===== config.mk =====
export PLATFORM = sky130hd
export DESIGN_NAME = id_ex_stage
export DESIGN_NICKNAME = d
export VERILOG_FILES = /design/src/rtl/pipeline_pkg.sv /design/src/rtl/alu_control.sv /design/src/rtl/id_ex_stage.sv
export SDC_FILE = /design/constraint.sdc
export NUM_CORES = 1
export LEC_CHECK = 0
export BUFFER_PORTS_ARGS = -buffer_cell sky130_fd_sc_hd__clkbuf_2
export CORE_AREA = 8 8 217 219
export CTS_CLUSTER_SIZE = 14
export DETAILED_ROUTE_END_ITERATION = 7
export DIE_AREA = 0 0 225 227
export GPL_ROUTABILITY_DRIVEN = 0
export MAX_ROUTING_LAYER = met4
export PLACE_DENSITY = 0.44
export SLEW_MARGIN = 5
export SYNTH_ARGS = -nofsm -noshare
export SYNTH_HDL_FRONTEND = slang
export SYNTH_SLANG_ARGS = --single-unit

===== constraint.sdc =====
create_clock -name clk -period 1.59 [get_ports clk]
set_input_delay 0.477 -clock clk [delete_from_list [all_inputs] [get_ports clk]]
set_output_delay 0.477 -clock clk [all_outputs]
set_load 0.01 [all_outputs]

===== src/rtl/pipeline_pkg.sv =====
// Shared encodings for the ID/EX front end: ALU control codes, aluop/funct3 values,
// and the packed control/decode bundles carried through the pipeline register.
package pipeline_pkg;

    localparam logic [3:0] ALUCTRL_AND = 4'd0;
    localparam logic [3:0] ALUCTRL_OR  = 4'd1;
    localparam logic [3:0] ALUCTRL_ADD = 4'd2;
    localparam logic [3:0] ALUCTRL_SUB = 4'd6;
    localparam logic [3:0] ALUCTRL_NOP = 4'd15;

    localparam logic [1:0] ALUOP_MEM   = 2'b00;
    localparam logic [1:0] ALUOP_BR    = 2'b01;
    localparam logic [1:0] ALUOP_RTYPE = 2'b10;
    localparam logic [1:0] ALUOP_RSVD  = 2'b11;

    localparam logic [2:0] FUNCT3_ADDSUB = 3'b000;
    localparam logic [2:0] FUNCT3_OR     = 3'b110;
    localparam logic [2:0] FUNCT3_AND    = 3'b111;

    typedef struct packed {
        logic regwrite;
        logic memread;
        logic memwrite;
        logic memtoreg;
        logic branch;
    } ctrl_t;

    typedef struct packed {
        logic [1:0] aluop;
        logic [2:0] funct3;
        logic       funct7_30;
        logic       alusrc;
    } dec_t;

endpackage


===== src/rtl/alu_control.sv =====
// ALU control decoder: aluop/funct3/funct7[30] -> 4-bit aluctrl.
// Combinational, zero latency; no flow control.
module alu_control
    import pipeline_pkg::*;
(
    input  logic [1:0] i_aluop,
    input  logic [2:0] i_funct3,
    input  logic       i_funct7_30,
    output logic [3:0] o_aluctrl
);

    always_comb begin
        o_aluctrl = ALUCTRL_NOP;
        case (i_aluop)
            ALUOP_MEM: o_aluctrl = ALUCTRL_ADD;
            ALUOP_BR:  o_aluctrl = ALUCTRL_SUB;
            ALUOP_RTYPE: begin
                case (i_funct3)
                    FUNCT3_ADDSUB: o_aluctrl = i_funct7_30 ? ALUCTRL_SUB : ALUCTRL_ADD;
                    FUNCT3_AND:    o_aluctrl = ALUCTRL_AND;
                    FUNCT3_OR:     o_aluctrl = ALUCTRL_OR;
                    default:       o_aluctrl = ALUCTRL_NOP;
                endcase
            end
            default: o_aluctrl = ALUCTRL_NOP;
        endcase
    end

endmodule


===== src/rtl/id_ex_stage.sv =====
// ID/EX pipeline register plus EX operand front end (aluctrl, forwarded in1/in2, store data).
// One cycle ID->EX; stall holds, flush bubbles; ID_EX_FWD_EN enables EX/MEM and MEM/WB forwarding.
module id_ex_stage
    import pipeline_pkg::*;
#(
    parameter int WIDTH = 64,
    parameter int REGW  = 5
) (
    input  logic                    clk,
    input  logic                    rst_n,
    input  logic                    stall,
    input  logic                    flush,
    input  logic                    id_valid,
    input  logic [WIDTH-1:0]        id_rs1_data,
    input  logic [WIDTH-1:0]        id_rs2_data,
    input  logic [WIDTH-1:0]        id_imm,
    input  logic [REGW-1:0]         id_rs1,
    input  logic [REGW-1:0]         id_rs2,
    input  logic [REGW-1:0]         id_rd,
    input  logic [1:0]              id_aluop,
    input  logic [2:0]              id_funct3,
    input  logic                    id_funct7_30,
    input  logic                    id_alusrc,
    input  logic                    id_regwrite,
    input  logic                    id_memread,
    input  logic                    id_memwrite,
    input  logic                    id_memtoreg,
    input  logic                    id_branch,
    input  logic                    exmem_regwrite,
    input  logic [REGW-1:0]         exmem_rd,
    input  logic [WIDTH-1:0]        exmem_result,
    input  logic                    memwb_regwrite,
    input  logic [REGW-1:0]         memwb_rd,
    input  logic [WIDTH-1:0]        memwb_result,
    output logic                    ex_valid,
    output logic [3:0]              aluctrl,
    output logic signed [WIDTH-1:0] in1,
    output logic signed [WIDTH-1:0] in2,
    output logic [WIDTH-1:0]        ex_store_data,
    output logic [REGW-1:0]         ex_rd,
    output logic                    ex_regwrite,
    output logic                    ex_memread,
    output logic                    ex_memwrite,
    output logic                    ex_memtoreg,
    output logic                    ex_branch
);

    ctrl_t            w_id_ctrl;
    dec_t             w_id_dec;
    logic             w_load;

    logic             r_valid;
    ctrl_t            r_ctrl;
    dec_t             r_dec;
    logic [WIDTH-1:0] r_rs1_data;
    logic [WIDTH-1:0] r_rs2_data;
    logic [WIDTH-1:0] r_imm;
    logic [REGW-1:0]  r_rs1;
    logic [REGW-1:0]  r_rs2;
    logic [REGW-1:0]  r_rd;

    logic [WIDTH-1:0] w_fwd_a;
    logic [WIDTH-1:0] w_fwd_b;

    assign w_id_ctrl = '{regwrite: id_regwrite, memread:  id_memread,
                         memwrite: id_memwrite, memtoreg: id_memtoreg,
                         branch:   id_branch};
    assign w_id_dec  = '{aluop: id_aluop, funct3: id_funct3,
                         funct7_30: id_funct7_30, alusrc: id_alusrc};

    // Flush still loads the data fields so a squashed slot carries the ID values.
    assign w_load = flush | ~stall;

    always_ff @(posedge clk or negedge rst_n) begin
        if (!rst_n) begin
            r_valid <= 1'b0;
            r_ctrl  <= '0;
        end else if (flush) begin
            r_valid <= 1'b0;
            r_ctrl  <= '0;
        end else if (!stall) begin
            r_valid <= id_valid;
            r_ctrl  <= id_valid ? w_id_ctrl : '0;
        end
    end

    always_ff @(posedge clk or negedge rst_n) begin
        if (!rst_n) begin
            r_dec      <= '0;
            r_rs1_data <= '0;
            r_rs2_data <= '0;
            r_imm      <= '0;
            r_rs1      <= '0;
            r_rs2      <= '0;
            r_rd       <= '0;
        end else if (w_load) begin
            r_dec      <= w_id_dec;
            r_rs1_data <= id_rs1_data;
            r_rs2_data <= id_rs2_data;
            r_imm      <= id_imm;
            r_rs1      <= id_rs1;
            r_rs2      <= id_rs2;
            r_rd       <= id_rd;
        end
    end

`ifdef ID_EX_FWD_EN
    // EX/MEM is the younger producer, so it is checked first; x0 never forwards.
    always_comb begin
        w_fwd_a = r_rs1_data;
        if (exmem_regwrite && (exmem_rd != '0) && (exmem_rd == r_rs1)) begin
            w_fwd_a = exmem_result;
        end else if (memwb_regwrite && (memwb_rd != '0) && (memwb_rd == r_rs1)) begin
            w_fwd_a = memwb_result;
        end
    end

    always_comb begin
        w_fwd_b = r_rs2_data;
        if (exmem_regwrite && (exmem_rd != '0) && (exmem_rd == r_rs2)) begin
            w_fwd_b = exmem_result;
        end else if (memwb_regwrite && (memwb_rd != '0) && (memwb_rd == r_rs2)) begin
            w_fwd_b = memwb_result;
        end
    end
`else
    logic w_fwd_unused;

    // Hazards are covered by stalling upstream; the bypass inputs stay on the port list.
    assign w_fwd_a      = r_rs1_data;
    assign w_fwd_b      = r_rs2_data;
    assign w_fwd_unused = ^{exmem_regwrite, exmem_rd, exmem_result,
                            memwb_regwrite, memwb_rd, memwb_result, r_rs1, r_rs2};
`endif

    alu_control u_alu_control (
        .i_aluop     (r_dec.aluop),
        .i_funct3    (r_dec.funct3),
        .i_funct7_30 (r_dec.funct7_30),
        .o_aluctrl   (aluctrl)
    );

    assign in1           = w_fwd_a;
    assign in2           = r_dec.alusrc ? r_imm : w_fwd_b;
    assign ex_store_data = w_fwd_b;

    assign ex_valid    = r_valid;
    assign ex_rd       = r_rd;
    assign ex_regwrite = r_ctrl.regwrite;
    assign ex_memread  = r_ctrl.memread;
    assign ex_memwrite = r_ctrl.memwrite;
    assign ex_memtoreg = r_ctrl.memtoreg;
    assign ex_branch   = r_ctrl.branch;

endmodule


* After elaboration in Yosys (flattened, before gate mapping)
Index checks and enable logic that the tools add are counted.
** Storage, ports and cells
- Flip-flop bits (word level) :: 210
- Input port bits :: 364
** Cells by class
- Equal/unequal tests :: 5
- Reduce and logical (&&, ||, !) cells :: 2
- Mux-type cells :: 9
- Bitwise operators :: 2
** Operators by type and width (count)
- 2-to-1 mux 64 bit :: 1
- case mux 4 bit (3 select lines) :: 2
- 2-to-1 mux 5 bit :: 3
- == test 3 bit (second input constant) :: 2
- logical NOT 3 bit :: 1
- 2-to-1 mux 3 bit :: 1
- == test 2 x 1 -> 1 bit (second input constant) :: 1
- == test 2 bit (second input constant) :: 1
- logical NOT 2 bit :: 1
- 2-to-1 mux 1 bit :: 2
- inequality test 2 x 1 -> 1 bit (second input constant) :: 1
- NOT 1 bit :: 1
- OR 1 bit :: 1

* Longest topological paths before layout
- Depth after elaboration :: 3
- Gate-level depth with buffers :: 5
- Gate-level depth less buffers :: 2

* Hierarchy
A second synthesis with hierarchy kept.
** Unflattened totals
- Cell total of the unflattened synthesis :: 529
- Area, all modules :: 9306.4 µm²
** By module, submodules not included
- id_ex_stage :: area each 9237.6 µm², cells an instance 519, instances 1
- alu_control :: area each 68.8 µm², cells an instance 10, instances 1

* Worst setup path after synthesis
No wires, ideal clock.
- Path type :: register -> output
- From :: register r_dec[4] (netlist name)
- To :: output aluctrl[0]
- Cell stages (with the launch flop) :: 3
- Arrival time :: 1.107 ns
- Slack :: 0.006 ns
- Buffers on the path :: 0
- Data required time :: 1.113 ns
- Cells stage by stage :: dfrtp_1 -> or4_1 -> and3_1
** Between the ends
- Word-level cells in the longest chain between the ends :: 3
** Ends and longest elaborated chain
- start, declared :: RTL line id_ex_stage.sv:54 : dec_t r_dec;
- start signal, assigned :: RTL line id_ex_stage.sv:97 : r_dec <= w_id_dec;
- == test 3 bit or logical NOT 3 bit (tied branches) :: RTL line alu_control.sv:18 : case (i_funct3)
- case mux 4 bit (3 select lines) * :: RTL line alu_control.sv:18
- case mux 4 bit (3 select lines) * :: RTL line alu_control.sv:14 : case (i_aluop)
- end, declared :: RTL line id_ex_stage.sv:36 : output logic [3:0] aluctrl,
Every way passes the cells marked *; elsewhere a longest branch is shown, timed or not.

* Final worst setup path
- From :: register r_dec[0] (netlist name)
- To :: output in2[47]
** Between the ends
- Word-level cells in the longest chain between the ends :: 1
** Ends and longest elaborated chain
- 2-to-1 mux 64 bit :: RTL line id_ex_stage.sv:144 : assign in2 = r_dec.alusrc ? r_imm : w_fwd_b;
- end, declared :: RTL line id_ex_stage.sv:38 : output logic signed [WIDTH-1:0] in2,
No other way between the ends.

==> results.md <==
* Outcome: complete, but fails checks
* Violated checks: negative setup slack
* Final max-slew violation count at 0
* Rel. slew slack at 0.785
* First drt pass iteration count at 4
* Total GRT Usage at 0.112
* 1st-iter DRT viols at 166
* Synth Net Count at ~900
* Netlist Area Pre-Place at between 9000 and 10000 um^2
* Layout cell share with drive strength beyond 1 at 0.776
* Area leader, netlist: dfrtp_1
* Final Util at 0.321
* Power density cells at about 1100 nW/um^2
* Synth top area share at 0.560
* Ys flop type: dfrtp_1
* Root buffer cell: clkbuf_16
* Flop pwr share at 0.407
* Number of global-route vias before repair at 7049
* Crit Path Category: register to output port
* YS warnings at 0
* Worst skew pair latency at 540 ps
* Crit-path max FO at 6
* EDFF count, synth at 0
* Core ar. at around 44000 um^2
* Starting density of the core at 0.215
* CTS tree: done
* Routed len/inst at between 15 and 20 um
* Routed wire length at approximately 30 mm
* Register area at 5260 um^2
* Fin cells at 1654
* Worst hold slack at between 150 and 200 ps
* Slowest CP cell: dfrtp_4
* Synth async-reset ratio at 1.00
* Placed insts at about 1600
* Layout Area Growth over Synthesis at 49.6%
* DIE WIDTH at between 200 and 250 um
* Design Power at 15.0 mW
* Drc violations at 0
* DP Worst Slack at -146 ps
* Seq/Total Area, Yosys at 0.560
* CTS max path bufs at 3
* Critical path's top delay family: flip-flops
* Final instance area at between 10000 and 15000 um^2
* RSZ-0062 raised after global routing: true
* Worst EP arrival at around 1800 ps
* Nets at 1405
* CTS buffer count at 26
* Clk_skew at 0 ps
* Post-route ant nets at 0
* Reg2reg setup slack at 250 ps
* Fin crit period at roughly 2300 ps
* Endpoints failing hold at 0
* Most common cell in the netlist: dfrtp_1
* Avg Cell Area, Syn at 17.5 um^2
* Clock power frac at 0.394
* First-pass GRT wire length at roughly 44 mm
* Vias per cell at approximately 3.8
* Fillcell total at approximately 4400
* Fin Setup TNS at -42820 ps
* LEAKAGE at just over 7 nW
* IO buf count at 420
* Initial antenna violation count at 2
* # rows at between 70 and 80
* Area of the multi-input gates at between 3000 and 4000 um^2
* GRT overflow at 0
* Distinct cell type count after synthesis at 21
* P_sw at about 3.8 mW
* Measured slew at the worst slew-check pin at ~320 ps
* CTS clk-pin slew, worst paths at 60 ps
* Final period util at 1.43
* Sinks on Clock Net at 210
* Tightest Hold Check Type: primary input to register
* Worst path bufs/invs at 3
* Power Internal at around 11 mW
* Largest net degree at the start of global routing at 55
* Detailed placer's ending HPWL at approximately 23 mm
* Top cells by count, synth: 210 x dfrtp_1, 160 x mux2_4, 108 x mux2_2
* H-tree Lvls at 1
* Max-cap violations at 0
* Peak supply drop at between 0.8 and 0.9 mV
* Final setup fails at 70
* Final setup margin at -690 ps
* Placed cell area at 12600 um^2
* CP peak stage delay at roughly 530 ps
* Gate power share at 0.199
* CP cell instances: buf_12 -> clkbuf_16 -> mux2_4 -> buf_6
* Gate Count Post-Synth at roughly 540
* Io pins at 571
* FF+latch count, synth at 210
* CP endpoint kind: output port
* Die boundary height at roughly 230 um
* F_max at roughly 440 MHz
* Via count at around 6300
* Die ar. at about 51000 um^2
* Top cells by area, synth: dfrtp_1 56%, mux2_4 26%, mux2_2 13%
* Sw Ratio at 0.257
* CP Launch Type: register
* Data required time of the worst path at 1110 ps
worst reg2reg max path, cell delays in order (launching register included):
cell     delay (ps)
dfrtp_4         530
buf_12          160
buf_12          150
buf_4           140
mux2_2          260
power by group through the flow:
stage / logic (mW) / clock network [mW] / registers (mW)
finish: 2.98 / 5.90 / 6.10
global route: 3.19 / 6.35 / 6.16
CTS: 2.80 / 6.14 / 6.10
detailed placement: 2.73 / 0 / 6.18
global placement: 2.74 / 0 / 6.17
floorplan: 1.30 / 0 / 6.25
sequential cells by signal, indices dropped and copies added (netlist names):
| signal | cells |
|---|---|
| ex_memtoreg | 1 |
| r_imm | 64 |
| in1 | 64 |
| ex_memwrite | 1 |
| ex_store_data | 64 |
| ex_regwrite | 1 |
| ex_memread | 1 |
| r_dec | 7 |
| ex_rd | 5 |
| ex_branch | 1 |
| ex_valid | 1 |
layer usage:
layer | share of wire | track usage | vias up
met5 | 0 | - | -
met4 | 0.020 | 0.0295 | 0
met3 | 0.065 | 0.0317 | 27
met2 | 0.51 | 0.185 | 207
met1 | 0.41 | 0.133 | 3137
li1 | - | - | 2934
final cells by class:
cell class	instances	share of cell area
antenna	2	0.000357
clock buffer	42	0.0572
clock inverter	5	0.00383
multi-input combinational	296	0.274
sequential	210	0.375
tap	592	0.0528
timing repair buffer	507	0.237
logic make-up after synthesis:
| group | count (synthesis) | share of synthesized area |
|---|---|---|
| buffers and inverters | 31 | 0.0358 |
| and+or+nand+nor | 19 | 0.0120 |
| muxes | 269 | 0.387 |
| DFF | 210 | 0.560 |
| AOI/OAI and AO/OA | 8 | 0.00507 |
what timing repair did:
action | CTS | global route
buffers inserted | 3 | 18
pin swaps | 4 | 4
setup endpoints to repair | 110 | 136
endpoints found under the hold margin | 20 | 0
gates resized for setup | 16 | 111
hold buffers | 1 | 0
cloned | 0 | 3
path summary, 6_finish.rpt:
path                            startpoint                end  depth (start not counted)
setup / recovery                  r_dec[0]            in2[47]                          4
hold / removal             id_rs2_data[53]  ex_store_data[53]                          2
setup reg to reg                  r_dec[0]           r_dec[0]                          4
hold reg to reg                   r_imm[2]           r_imm[2]                          1
max in group asynchronous            rst_n            in1[40]                          4
min in group asynchronous            rst_n  ex_store_data[44]                          2
placed cells by master (no fill, tap or decap):
cell,netlist,final
clkbuf_2,0,370
dfrtp_1,210,207
mux2_4,160,163
mux2_2,108,105
buf_4,0,60
buf_6,2,45
clkbuf_16,0,28
buf_12,0,17
clkbuf_8,0,8
clkbuf_1,2,8
buf_2,10,7
nand2_1,6,6
nand3b_1,5,5
a21oi_1,5,5
buf_8,17,4
clkinv_2,0,3
diode_2,0,2
nand4b_1,2,2
dfrtp_2,0,2
or4_4,0,1
and3_4,0,1
nor3_2,0,1
a21bo_4,0,1
o21ai_2,0,1
nor4_4,0,1
o21bai_1,1,1
nand2b_4,0,1
mux2i_1,1,1
nor2_1,1,1
bufinv_16,0,1
inv_6,0,1
dlygate4sd3_1,0,1
buf_16,0,1
dfrtp_4,0,1
No activity file was read; power rests on OpenSTA's default activity.
